### src/rtl/bus_bridge_pkg.sv
// Shared encodings and address map for the memory-stage bus bridge.
// Store/load encodings are also consumed by the CPU decoder.
package bridge_pkg;

    typedef enum logic [1:0] {
        ST_NONE = 2'd0,
        ST_SB   = 2'd1,
        ST_SH   = 2'd2,
        ST_SW   = 2'd3
    } store_t;

    typedef enum logic [2:0] {
        LD_NONE = 3'd0,
        LD_LB   = 3'd1,
        LD_LBU  = 3'd2,
        LD_LH   = 3'd3,
        LD_LHU  = 3'd4,
        LD_LW   = 3'd5
    } load_t;

    typedef enum logic [2:0] {
        SEL_NONE  = 3'd0,
        SEL_DM    = 3'd1,
        SEL_TIMER = 3'd2,
        SEL_TUBE  = 3'd3,
        SEL_SW    = 3'd4,
        SEL_LED   = 3'd5
    } sel_t;

    localparam logic [31:0] DM_TOP     = 32'h0000_2FFF;
    localparam logic [31:0] TIMER_BASE = 32'h0000_7F00;
    localparam logic [31:0] TIMER_SIZE = 32'd12;
    localparam logic [31:0] TUBE_BASE  = 32'h0000_7F50;
    localparam logic [31:0] TUBE_SIZE  = 32'd8;
    localparam logic [31:0] SW_BASE    = 32'h0000_7F60;
    localparam logic [31:0] SW_SIZE    = 32'd8;
    localparam logic [31:0] LED_BASE   = 32'h0000_7F70;
    localparam logic [31:0] LED_SIZE   = 32'd4;

    function automatic logic in_window(input logic [31:0] addr,
                                       input logic [31:0] base,
                                       input logic [31:0] size);
        return (addr >= base) && (addr < base + size);
    endfunction

endpackage

### src/rtl/bus_bridge_if.sv
// Memory-stage bus between the CPU, the bridge and the memory-mapped devices.
interface bus_bridge_if;
    logic        m_valid;
    logic [31:0] m_addr;
    logic [31:0] m_wdata;
    logic [1:0]  m_store;
    logic [2:0]  m_load;
    logic        exc_adel;
    logic        exc_ades;
    logic [31:0] dev_addr;
    logic [31:0] dev_wdata;
    logic [3:0]  dm_byteen;
    logic [3:0]  timer_byteen;
    logic [3:0]  tube_byteen;
    logic [3:0]  led_byteen;
    logic [31:0] dm_rdata;
    logic [31:0] timer_rdata;
    logic [31:0] tube_rdata;
    logic [31:0] sw_rdata;
    logic [31:0] led_rdata;
    logic [31:0] w_load_data;

    modport slave (
        input  m_valid, m_addr, m_wdata, m_store, m_load,
        input  dm_rdata, timer_rdata, tube_rdata, sw_rdata, led_rdata,
        output exc_adel, exc_ades, dev_addr, dev_wdata,
        output dm_byteen, timer_byteen, tube_byteen, led_byteen,
        output w_load_data
    );

    modport master (
        output m_valid, m_addr, m_wdata, m_store, m_load,
        output dm_rdata, timer_rdata, tube_rdata, sw_rdata, led_rdata,
        input  exc_adel, exc_ades, dev_addr, dev_wdata,
        input  dm_byteen, timer_byteen, tube_byteen, led_byteen,
        input  w_load_data
    );
endinterface

### src/rtl/bus_bridge_load_ext.sv
// Byte/halfword extraction and sign/zero extension of load data.
module load_ext
    import bridge_pkg::*;
(
    input  load_t       load_i,
    input  logic [1:0]  addr_lo_i,
    input  logic [31:0] raw_i,
    output logic [31:0] data_o
);

    logic [7:0]  byte_sel;
    logic [15:0] half_sel;

    always_comb begin
        case (addr_lo_i)
            2'd0:    byte_sel = raw_i[7:0];
            2'd1:    byte_sel = raw_i[15:8];
            2'd2:    byte_sel = raw_i[23:16];
            default: byte_sel = raw_i[31:24];
        endcase
        half_sel = addr_lo_i[1] ? raw_i[31:16] : raw_i[15:0];

        data_o = '0;
        case (load_i)
            LD_LB:   data_o = {{24{byte_sel[7]}}, byte_sel};
            LD_LBU:  data_o = {24'd0, byte_sel};
            LD_LH:   data_o = {{16{half_sel[15]}}, half_sel};
            LD_LHU:  data_o = {16'd0, half_sel};
            LD_LW:   data_o = raw_i;
            default: data_o = '0;
        endcase
    end

endmodule

### src/rtl/bus_bridge.sv
// Address decode, store lane steering, address-error detection and a
// one-cycle registered read return for the memory-mapped devices.
module bus_bridge
    import bridge_pkg::*;
(
    input logic       clk,
    input logic       rst_n,
    bus_bridge_if.slave bus
);

    store_t      st;
    load_t       ld;
    sel_t        sel;
    logic [3:0]  lane_en;
    logic        mis_st;
    logic        mis_ld;
    logic        timer_cnt;
    logic        ades;
    logic        adel;
    logic        en_ok;
    logic [31:0] io_rdata;
    logic [31:0] raw;

    sel_t        sel_q, sel_d;
    load_t       load_q, load_d;
    logic [1:0]  addr_lo_q, addr_lo_d;
    logic [31:0] io_rdata_q, io_rdata_d;

    assign st = store_t'(bus.m_store);
    assign ld = load_t'(bus.m_load);

    always_comb begin
        sel = SEL_NONE;
        if (bus.m_addr <= DM_TOP)                              sel = SEL_DM;
        else if (in_window(bus.m_addr, TIMER_BASE, TIMER_SIZE)) sel = SEL_TIMER;
        else if (in_window(bus.m_addr, TUBE_BASE, TUBE_SIZE))   sel = SEL_TUBE;
        else if (in_window(bus.m_addr, SW_BASE, SW_SIZE))       sel = SEL_SW;
        else if (in_window(bus.m_addr, LED_BASE, LED_SIZE))     sel = SEL_LED;
    end

    always_comb begin
        lane_en       = 4'b0000;
        bus.dev_wdata = bus.m_wdata;
        case (st)
            ST_SB: begin
                bus.dev_wdata = {4{bus.m_wdata[7:0]}};
                lane_en       = 4'b0001 << bus.m_addr[1:0];
            end
            ST_SH: begin
                bus.dev_wdata = {2{bus.m_wdata[15:0]}};
                lane_en       = bus.m_addr[1] ? 4'b1100 : 4'b0011;
            end
            ST_SW:   lane_en = 4'b1111;
            default: lane_en = 4'b0000;
        endcase
    end

    assign mis_st = ((st == ST_SH) && bus.m_addr[0]) ||
                    ((st == ST_SW) && (bus.m_addr[1:0] != 2'b00));
    assign mis_ld = (((ld == LD_LH) || (ld == LD_LHU)) && bus.m_addr[0]) ||
                    ((ld == LD_LW) && (bus.m_addr[1:0] != 2'b00));
    // Timer offset 8 is the free-running count; it is read-only.
    assign timer_cnt = (sel == SEL_TIMER) && (bus.m_addr[3:2] == 2'b10);

    assign ades = bus.m_valid && (st != ST_NONE) &&
                  (mis_st || (sel == SEL_NONE) || (sel == SEL_SW) || timer_cnt ||
                   (((sel == SEL_TIMER) || (sel == SEL_TUBE)) && (st != ST_SW)));
    assign adel = bus.m_valid && (ld != LD_NONE) && !ades &&
                  (mis_ld || (sel == SEL_NONE) ||
                   (((sel == SEL_TIMER) || (sel == SEL_TUBE)) && (ld != LD_LW)));

    assign bus.exc_ades = ades;
    assign bus.exc_adel = adel;
    assign bus.dev_addr = bus.m_addr;

    // Byte enables are held off during reset so devices cannot be written.
    assign en_ok            = rst_n && bus.m_valid && !ades;
    assign bus.dm_byteen    = (en_ok && (sel == SEL_DM))    ? lane_en : 4'b0000;
    assign bus.timer_byteen = (en_ok && (sel == SEL_TIMER)) ? lane_en : 4'b0000;
    assign bus.tube_byteen  = (en_ok && (sel == SEL_TUBE))  ? lane_en : 4'b0000;
    assign bus.led_byteen   = (en_ok && (sel == SEL_LED))   ? lane_en : 4'b0000;

    always_comb begin
        case (sel)
            SEL_TIMER: io_rdata = bus.timer_rdata;
            SEL_TUBE:  io_rdata = bus.tube_rdata;
            SEL_SW:    io_rdata = bus.sw_rdata;
            SEL_LED:   io_rdata = bus.led_rdata;
            default:   io_rdata = 32'd0;
        endcase
    end

    assign sel_d      = sel;
    assign load_d     = (bus.m_valid && !adel) ? ld : LD_NONE;
    assign addr_lo_d  = bus.m_addr[1:0];
    assign io_rdata_d = io_rdata;

    always_ff @(posedge clk or negedge rst_n) begin
        if (!rst_n) begin
            sel_q      <= SEL_NONE;
            load_q     <= LD_NONE;
            addr_lo_q  <= 2'd0;
            io_rdata_q <= 32'd0;
        end else begin
            sel_q      <= sel_d;
            load_q     <= load_d;
            addr_lo_q  <= addr_lo_d;
            io_rdata_q <= io_rdata_d;
        end
    end

    // Data memory answers one cycle late on its own port; devices were sampled.
    assign raw = (sel_q == SEL_DM) ? bus.dm_rdata : io_rdata_q;

    load_ext u_load_ext (
        .load_i    (load_q),
        .addr_lo_i (addr_lo_q),
        .raw_i     (raw),
        .data_o    (bus.w_load_data)
    );

endmodule

### src/flat_wrapper.sv
// flat-port wrapper written by rule: the top's interface ports become plain ports
module bus_bridge_flat import bridge_pkg::*;
  (clk, rst_n, bus_m_valid, bus_m_addr, bus_m_wdata, bus_m_store, bus_m_load, bus_dm_rdata, bus_timer_rdata, bus_tube_rdata, bus_sw_rdata, bus_led_rdata, bus_exc_adel, bus_exc_ades, bus_dev_addr, bus_dev_wdata, bus_dm_byteen, bus_timer_byteen, bus_tube_byteen, bus_led_byteen, bus_w_load_data);
  bus_bridge_if bus_i ();
  input logic clk;
  input logic rst_n;
  input wire logic [$bits(bus_i.m_valid)-1:0] bus_m_valid;
  input wire logic [$bits(bus_i.m_addr)-1:0] bus_m_addr;
  input wire logic [$bits(bus_i.m_wdata)-1:0] bus_m_wdata;
  input wire logic [$bits(bus_i.m_store)-1:0] bus_m_store;
  input wire logic [$bits(bus_i.m_load)-1:0] bus_m_load;
  input wire logic [$bits(bus_i.dm_rdata)-1:0] bus_dm_rdata;
  input wire logic [$bits(bus_i.timer_rdata)-1:0] bus_timer_rdata;
  input wire logic [$bits(bus_i.tube_rdata)-1:0] bus_tube_rdata;
  input wire logic [$bits(bus_i.sw_rdata)-1:0] bus_sw_rdata;
  input wire logic [$bits(bus_i.led_rdata)-1:0] bus_led_rdata;
  output wire logic [$bits(bus_i.exc_adel)-1:0] bus_exc_adel;
  output wire logic [$bits(bus_i.exc_ades)-1:0] bus_exc_ades;
  output wire logic [$bits(bus_i.dev_addr)-1:0] bus_dev_addr;
  output wire logic [$bits(bus_i.dev_wdata)-1:0] bus_dev_wdata;
  output wire logic [$bits(bus_i.dm_byteen)-1:0] bus_dm_byteen;
  output wire logic [$bits(bus_i.timer_byteen)-1:0] bus_timer_byteen;
  output wire logic [$bits(bus_i.tube_byteen)-1:0] bus_tube_byteen;
  output wire logic [$bits(bus_i.led_byteen)-1:0] bus_led_byteen;
  output wire logic [$bits(bus_i.w_load_data)-1:0] bus_w_load_data;
  assign bus_i.m_valid = bus_m_valid;
  assign bus_i.m_addr = bus_m_addr;
  assign bus_i.m_wdata = bus_m_wdata;
  assign bus_i.m_store = bus_m_store;
  assign bus_i.m_load = bus_m_load;
  assign bus_i.dm_rdata = bus_dm_rdata;
  assign bus_i.timer_rdata = bus_timer_rdata;
  assign bus_i.tube_rdata = bus_tube_rdata;
  assign bus_i.sw_rdata = bus_sw_rdata;
  assign bus_i.led_rdata = bus_led_rdata;
  assign bus_exc_adel = bus_i.exc_adel;
  assign bus_exc_ades = bus_i.exc_ades;
  assign bus_dev_addr = bus_i.dev_addr;
  assign bus_dev_wdata = bus_i.dev_wdata;
  assign bus_dm_byteen = bus_i.dm_byteen;
  assign bus_timer_byteen = bus_i.timer_byteen;
  assign bus_tube_byteen = bus_i.tube_byteen;
  assign bus_led_byteen = bus_i.led_byteen;
  assign bus_w_load_data = bus_i.w_load_data;
  bus_bridge u_core (.clk(clk), .rst_n(rst_n), .bus(bus_i));
endmodule
### config.mk
export PLATFORM = sky130hd
export DESIGN_NAME = bus_bridge_flat
export DESIGN_NICKNAME = d
export VERILOG_FILES = /design/src/rtl/bus_bridge_pkg.sv /design/src/rtl/bus_bridge_if.sv /design/src/rtl/bus_bridge_load_ext.sv /design/src/rtl/bus_bridge.sv /design/src/flat_wrapper.sv
export SDC_FILE = /design/constraint.sdc
export NUM_CORES = 1
export LEC_CHECK = 0
export ABC_AREA = 1
export CAP_MARGIN = 30
export CORE_AREA = 2 2 134 136
export DETAILED_ROUTE_END_ITERATION = 6
export DIE_AREA = 0 0 136 138
export DONT_BUFFER_PORTS = 1
export PLACE_DENSITY_LB_ADDON = 0.1
export SLEW_MARGIN = 5
export SYNTH_ARGS = -nofsm -noshare
export SYNTH_HDL_FRONTEND = slang
export SYNTH_SLANG_ARGS = --single-unit
### constraint.sdc
create_clock -name clk -period 1.65 [get_ports clk]
set_input_delay 0.33 -clock clk [delete_from_list [all_inputs] [get_ports clk]]
set_output_delay 0.33 -clock clk [all_outputs]
set_load 0.01 [all_outputs]
Word level (Yosys, flattened, before mapping)
Index checks and enable logic that the tools add are counted.
{ "classes": {"bitwise": 0, "eq_ne": 22, "n_addsub": 0, "shift": 1, "muxes": 18, "order_cmp": 9, "multipliers": 0, "reduce_logical": 40, "div": 0} }
{ "op_table": {"columns": ["operator", "n"], "rows": [
  ["32-bit one-hot mux with 5 select lines", 1],
  ["32-bit by 15-bit greater-or-equal comparator with 1-bit output (second input constant)", 4],
  ["32-bit by 15-bit less-than comparator with 1-bit output (second input constant)", 4],
  ["32-bit one-hot mux with 4 select lines", 1],
  ["32-bit one-hot mux with 2 select lines", 1],
  ["32-bit by 14-bit <= comparator with 1-bit output (second input constant)", 1],
  ["32-bit 2-to-1 mux", 1],
  ["8-bit one-hot mux with 3 select lines", 1],
  ["1-bit logical AND", 23],
  ["4-bit 2-to-1 mux", 5],
  ["3-bit == test (second input constant)", 6],
  ["3-bit 2-to-1 mux", 6],
  ["16-bit 2-to-1 mux", 1],
  ["3-bit by 2-bit == test with 1-bit output (second input constant)", 5],
  ["4-bit one-hot mux with 3 select lines", 1],
  ["1-bit logical OR", 10],
  ["3-bit by 1-bit == test with 1-bit output (second input constant)", 3],
  ["2-bit == test (second input constant)", 4],
  ["2-bit by 1-bit == test with 1-bit output (second input constant)", 2],
  ["2-bit nonzero test", 2],
  ["1-bit by 2-bit left shift with 4-bit output (first input constant)", 1],
  ["3-bit zero test", 1],
  ["3-bit inequality test (second input constant)", 1],
  ["3-bit nonzero test", 1],
  ["3 further kinds", 4]
]} }
{ "word_totals": {"mem_count": 0, "input_bits": 232, "word_cells": 94, "ram_bits": 0, "latchBits": 0, "rom_bits": 0, "reg_bits": 40, "output_inout_bits": 114} }

Longest topological paths before layout
{ "logic_depth": {"ltp_word": 19, "mapped_depth": 13, "mapped_depth_nobuf": 13} }

Modules after synthesis
From an unflattened synthesis, not the netlist that was laid out.
{ "unflattened": {"cells_unflattened": 772, "area_unflattened_um2": 4752.1} }
{ "modules_own_cells": {"columns": ["mod", "instances", "seq_area_each_um2", "area_per_inst_um2", "cells_each"], "rows": [
  ["bus_bridge", 1, 1001.0, 3532.1, 505],
  ["load_ext", 1, 0.0, 1219.9, 267]
]} }

Worst setup path before layout
Ideal clock, no wire load.
{ "synth_timing": {"kind": "input-to-output", "from": "input port bus_m_addr[17]", "to": "output port bus_dm_byteen[0]", "stages": 11, "path_buffers": 0, "setup_slack_ps": -201, "arrival_time_ps": 1521, "cell_sequence": "nor2_1 > nand2_1 > nor2_1 > nand3_4 > a21oi_4 > nand2_2 > nand2_1 > nand2_2 > nand2_4 > nand4_2 > nor2_1"} }
{ "synth_via": {"word_cells_on_any_way": 35} }
{ "synth_rtl": {"columns": ["item", "line", "rtl"], "rows": [
  ["from (decl)", "flat_wrapper.sv:8", "input wire logic [$bits(bus_i.m_addr)-1:0] bus_m_addr;"],
  ["32-bit by 15-bit greater-or-equal comparator with 1-bit output or 32-bit by 15-bit less-than comparator with 1-bit output (tied branches)", "bus_bridge_pkg.sv:43", "return (addr >= base) && (addr < base + size);"],
  ["1-bit logical AND", "bus_bridge_pkg.sv:43", null],
  ["3-bit 2-to-1 mux", "bus_bridge.sv:37", "else if (in_window(bus.m_addr, SW_BASE, SW_SIZE)) sel = SEL_SW;"],
  ["3-bit 2-to-1 mux", "bus_bridge.sv:36", "else if (in_window(bus.m_addr, TUBE_BASE, TUBE_SIZE)) sel = SEL_TUBE;"],
  ["3-bit 2-to-1 mux", "bus_bridge.sv:35", "else if (in_window(bus.m_addr, TIMER_BASE, TIMER_SIZE)) sel = SEL_TIMER;"],
  ["3-bit 2-to-1 mux *", "bus_bridge.sv:34", "if (bus.m_addr <= DM_TOP) sel = SEL_DM;"],
  ["via u_core.sel[1]", "bus_bridge.sv:13", "sel_t sel;"],
  ["3-bit zero test", "bus_bridge.sv:66", "(mis_st || (sel == SEL_NONE) || (sel == SEL_SW) || timer_cnt ||"],
  ["1-bit logical OR (4 in a row)", "bus_bridge.sv:66", null],
  ["1-bit logical AND", "bus_bridge.sv:65", "assign ades = bus.m_valid && (st != ST_NONE) &&"],
  ["1-bit zero test", "bus_bridge.sv:77", "assign en_ok = rst_n && bus.m_valid && !ades;"],
  ["1-bit logical AND", "bus_bridge.sv:77", null],
  ["1-bit logical AND *", "bus_bridge.sv:78", "assign bus.dm_byteen = (en_ok && (sel == SEL_DM)) ? lane_en : 4'b0000;"],
  ["4-bit 2-to-1 mux *", "bus_bridge.sv:78", null],
  ["to (decl)", "flat_wrapper.sv:21", "output wire logic [$bits(bus_i.dm_byteen)-1:0] bus_dm_byteen;"]
]} }
The timed path passes the listed nets; every way through them passes the cells marked *.

Worst setup path in the final report
{ "layout_timing": {"from": "register u_core.sel_q[2]", "to": "output port bus_w_load_data[12]"} }
{ "layout_via": {"elab_chain_cells": 4, "word_cells_on_any_way": 5} }
{ "layout_rtl": {"columns": ["item", "line", "rtl"], "rows": [
  ["from (decl)", "bus_bridge.sv:24", "sel_t sel_q, sel_d;"],
  ["from (signal assigned)", "bus_bridge.sv:105", "sel_q <= sel_d;"],
  ["3-bit by 1-bit == test with 1-bit output *", "bus_bridge.sv:113", "assign raw = (sel_q == SEL_DM) ? bus.dm_rdata : io_rdata_q;"],
  ["32-bit 2-to-1 mux *", "bus_bridge.sv:113", null],
  ["8-bit one-hot mux with 3 select lines or 16-bit 2-to-1 mux (tied branches)", "bus_bridge_load_ext.sv:15, bus_bridge_load_ext.sv:21", null],
  ["32-bit one-hot mux with 5 select lines *", "bus_bridge_load_ext.sv:24", "case (load_i)"],
  ["to (decl)", "flat_wrapper.sv:25", "output wire logic [$bits(bus_i.w_load_data)-1:0] bus_w_load_data;"]
]} }
Mark *: on every way between the ends. The rest lies on a longest branch, timed or not.

==> metrics.md <==
| Metric | Value |
|---|---|
| Pre-CTS WS | `-468 ps` |
| Crit. End Element | `output pin` |
| CP peak stage delay | `390 ps` |
| Area Overhead vs Synth | `42.3%` |
| Sw Share | `30.6%` |
| Die H | `138 um` |
| Fin crit period | `2300 ps` |
| Final Power | `2.65 mW` |
| DRC | `0` |
| Reg clk slew, reported paths | `60 ps` |
| Cells after synthesis | `654` |
| Routed Antenna Nets | `0` |
| Lkg Pwr | `2.75 nW` |
| FFs w/ async S/R, synth | `100%` |
| Initial antenna violation count | `0` |
| Root buf cell | `clkbuf_16` |
| CP startpoint kind | `register` |
| Fin util | `33.6%` |
| Global Route Usage Sum | `17.8%` |
| Synth Register Bits | `40` |
| Die W | `136 um` |
| Post-synth top flop | `dfrtp_1` |
| Cell Rows | `49` |
| Tightest Pin Transition | `436 ps` |
| CP Launch Point | `u_core.sel_q[2]$_DFF_PN0_` |
| CP most frequent cell | `o211ai_1` |
| Core footprint | `17,500 sq um` |
| First-pass GRT wire length | `25.9 mm` |
| Post-synth net total | `890` |
| Seq/Total Area, Yosys | `24.2%` |
| TNS Setup | `-23,770 ps` |
| Final worst setup slack | `-651 ps` |
| CP Cell Sequence | `nor2_4 > nand2_8 > nand2_2 > a21boi_2 > nand2_1 > o211ai_1 > o211ai_1 > nand2_2 > buf_12 > o211ai_1` |
| HPWL after DPL | `14.3 mm` |
| CP required | `1320 ps` |
| Combinational fraction of design power | `24.6%` |
| H-tree depth | `2` |
| Internal | `1.84 mW` |
| Count of cell types in the netlist | `34` |
| RSZ-0062 raised after global routing | `true` |
| CTS tree | `yes` |
| Worst EP arrival | `1970 ps` |
| Max-cap violations | `0` |
| Ant diodes | `0` |
| CP top delay family | `compound AO/OA/AOI/OAI gates` |
| Worst path bufs/invs | `1` |
| Avg Inst Size Synth | `6.33 sq um` |
| DRT iter0 DRCs | `247` |
| CTS sink cnt | `40` |
| Seq pwr share | `37.6%` |
| Gr ovfl total | `0` |
| CP max stage cell | `dfrtp_1` |
| HP Class | `in2reg` |
| Synth Cell Area | `4140 sq um` |
| CTS max path bufs | `2` |
| Setup crit end | `bus_w_load_data[12]` |
| Number of vias per cell | `4.91` |
| Status | `finished, violations left` |
| Net load switching power | `0.811 mW` |
| Routability Congestion | `0.807` |
| Pwr/cell area | `449 nW/um^2` |
| Drt total wl | `17.9 mm` |
| CP Max Fanout | `24` |
| Fmax | `0.435 GHz` |
| Placed insts | `916` |
| Largest net degree at the start of global routing | `41` |
| Cell depth of the worst setup path | `10` |
| Total CTS buffers | `5` |
| Fin. Hold Viols | `0` |
| IO Port Bufs | `0` |
| # IOs | `346` |
| Number of global-route vias before repair | `4,589` |
| Clock Power Share | `37.9%` |
| Pins Over Slew Limit | `0` |
| Final Non-Filler Cells | `942` |
| First drt pass iteration count | `7` |
| Post-synth EDFFs | `0` |
| Rel. slew slack | `70.1%` |
| Failing checks | `negative setup slack` |
| Final setup violation count | `50` |
| Ys Warns | `0` |
| Die area | `18,800 sq um` |
| Nets | `948` |
| Critical path class | `reg2out` |
| DR vias | `4,626` |
| Starting density of the core | `23.6%` |
| Share of layout cells above drive strength 1 | `37.0%` |
| VDD IR-drop max | `0.361 mV` |
| Wire per inst | `19.0 um` |
| Crit share post-route | `139%` |
==> registers in the layout (all words and copies together), names as in the netlist <==
signal             cells
u_core.io_rdata_q     32
u_core.load_q          3
u_core.sel_q           3
u_core.addr_lo_q       2
==> per-layer routing <==
| layer | global-route usage [%] | share of wire [%] | vias to the layer above |
|---|---|---|---|
| li1 | - | - | 2217 |
| met1 | 21.0 | 39 | 2131 |
| met2 | 31.9 | 51 | 255 |
| met3 | 4.51 | 8.7 | 23 |
| met4 | 4.82 | 1.5 | 0 |
| met5 | 0 | 0 | - |
==> final cells by class <==
cell class                 instances  area [sq um]
fill                            1878         11600
multi-input combinational        468          3060
timing repair buffer             118          1080
sequential                        40          1000
inverter                          79           315
tap                              229           287
clock buffer                       5           125
clock inverter                     3          23.8
==> power groups by stage <==
stage	clock, mW	sequential [mW]	combinational [mW]
floorplan	0	1.01	0.394
global placement	0	1.01	0.524
detailed placement	0	1.01	0.525
CTS	1.05	0.992	0.599
global route	1.10	0.993	0.709
finish	1.00	0.994	0.650
==> worst min path at each step <==
| stage | startpoint | end | slack (ps) | depth (start not counted) |
|---|---|---|---|---|
| finish | bus_m_addr[1] | u_core.addr_lo_q[1]$_DFF_PN0_ | 70 | 0 |
| global route | bus_m_addr[1] | u_core.addr_lo_q[1]$_DFF_PN0_ | 60 | 0 |
| CTS | bus_m_addr[1] | u_core.addr_lo_q[1]$_DFF_PN0_ | 60 | 0 |
| detailed placement | rst_n | u_core.io_rdata_q[20]$_DFF_PN0_ | 40 | 0 |
| global placement | rst_n | u_core.io_rdata_q[25]$_DFF_PN0_ | 40 | 0 |
| floorplan | rst_n | u_core.addr_lo_q[0]$_DFF_PN0_ | 30 | 0 |
==> kinds of logic after synthesis <==
family	count (synthesis)	share of synthesized area, %
mux	22	5.32
fa+ha+maj	4	1.21
compound gates	94	14.8
flops	40	24.2
simple gates	348	36.8
buf+inv	146	17.7
==> metrics by stage <==
stage          hold slack [ps]  instance area [sq um]
3_3_place_gp              35.6                   4990
5_1_grt                   56.2                   5890
3_5_place_dp              35.9                   4990
2_1_floorplan             34.4                   4340
6_report                  70.3                   5890
4_1_cts                   58.2                   5550
==> what timing repair did <==
| item | CTS | global route |
|---|---|---|
| gates cloned | 1 | 2 |
| endpoints found under the hold margin | 40 | 0 |
| gates resized for setup | 76 | 76 |
| pin swaps | 20 | 32 |
| hold buffers | 2 | 0 |
| endpoints found under the setup margin | 62 | 68 |
| buffers inserted | 5 | 10 |
==> synth_stat cells (14+ instances only) <==
master      n  share of area (%)
nand2_1   232                 21
inv_1      76                6.9
dfrtp_1    40                 24
buf_2      16                1.9
buf_4      42                7.6
o211ai_1   28                5.1
nand4_1    33                5.0
nand3_1    14                1.7
nor2_1     51                4.6
o21ai_0    26                3.1
o22ai_1    17                2.6
mux2i_1    22                5.3
==> layout by cell type, fill, tap and decap left out, types with 17 or more instances in the layout <==
cell type and count:
buf_4 95, nor2_4 19, nand4_1 33, o211ai_1 28
nand2_2 33, nor2_1 22, nand2_1 199, o21ai_0 17
inv_1 62, dfrtp_1 40
Power figures use the tool's default switching activity.
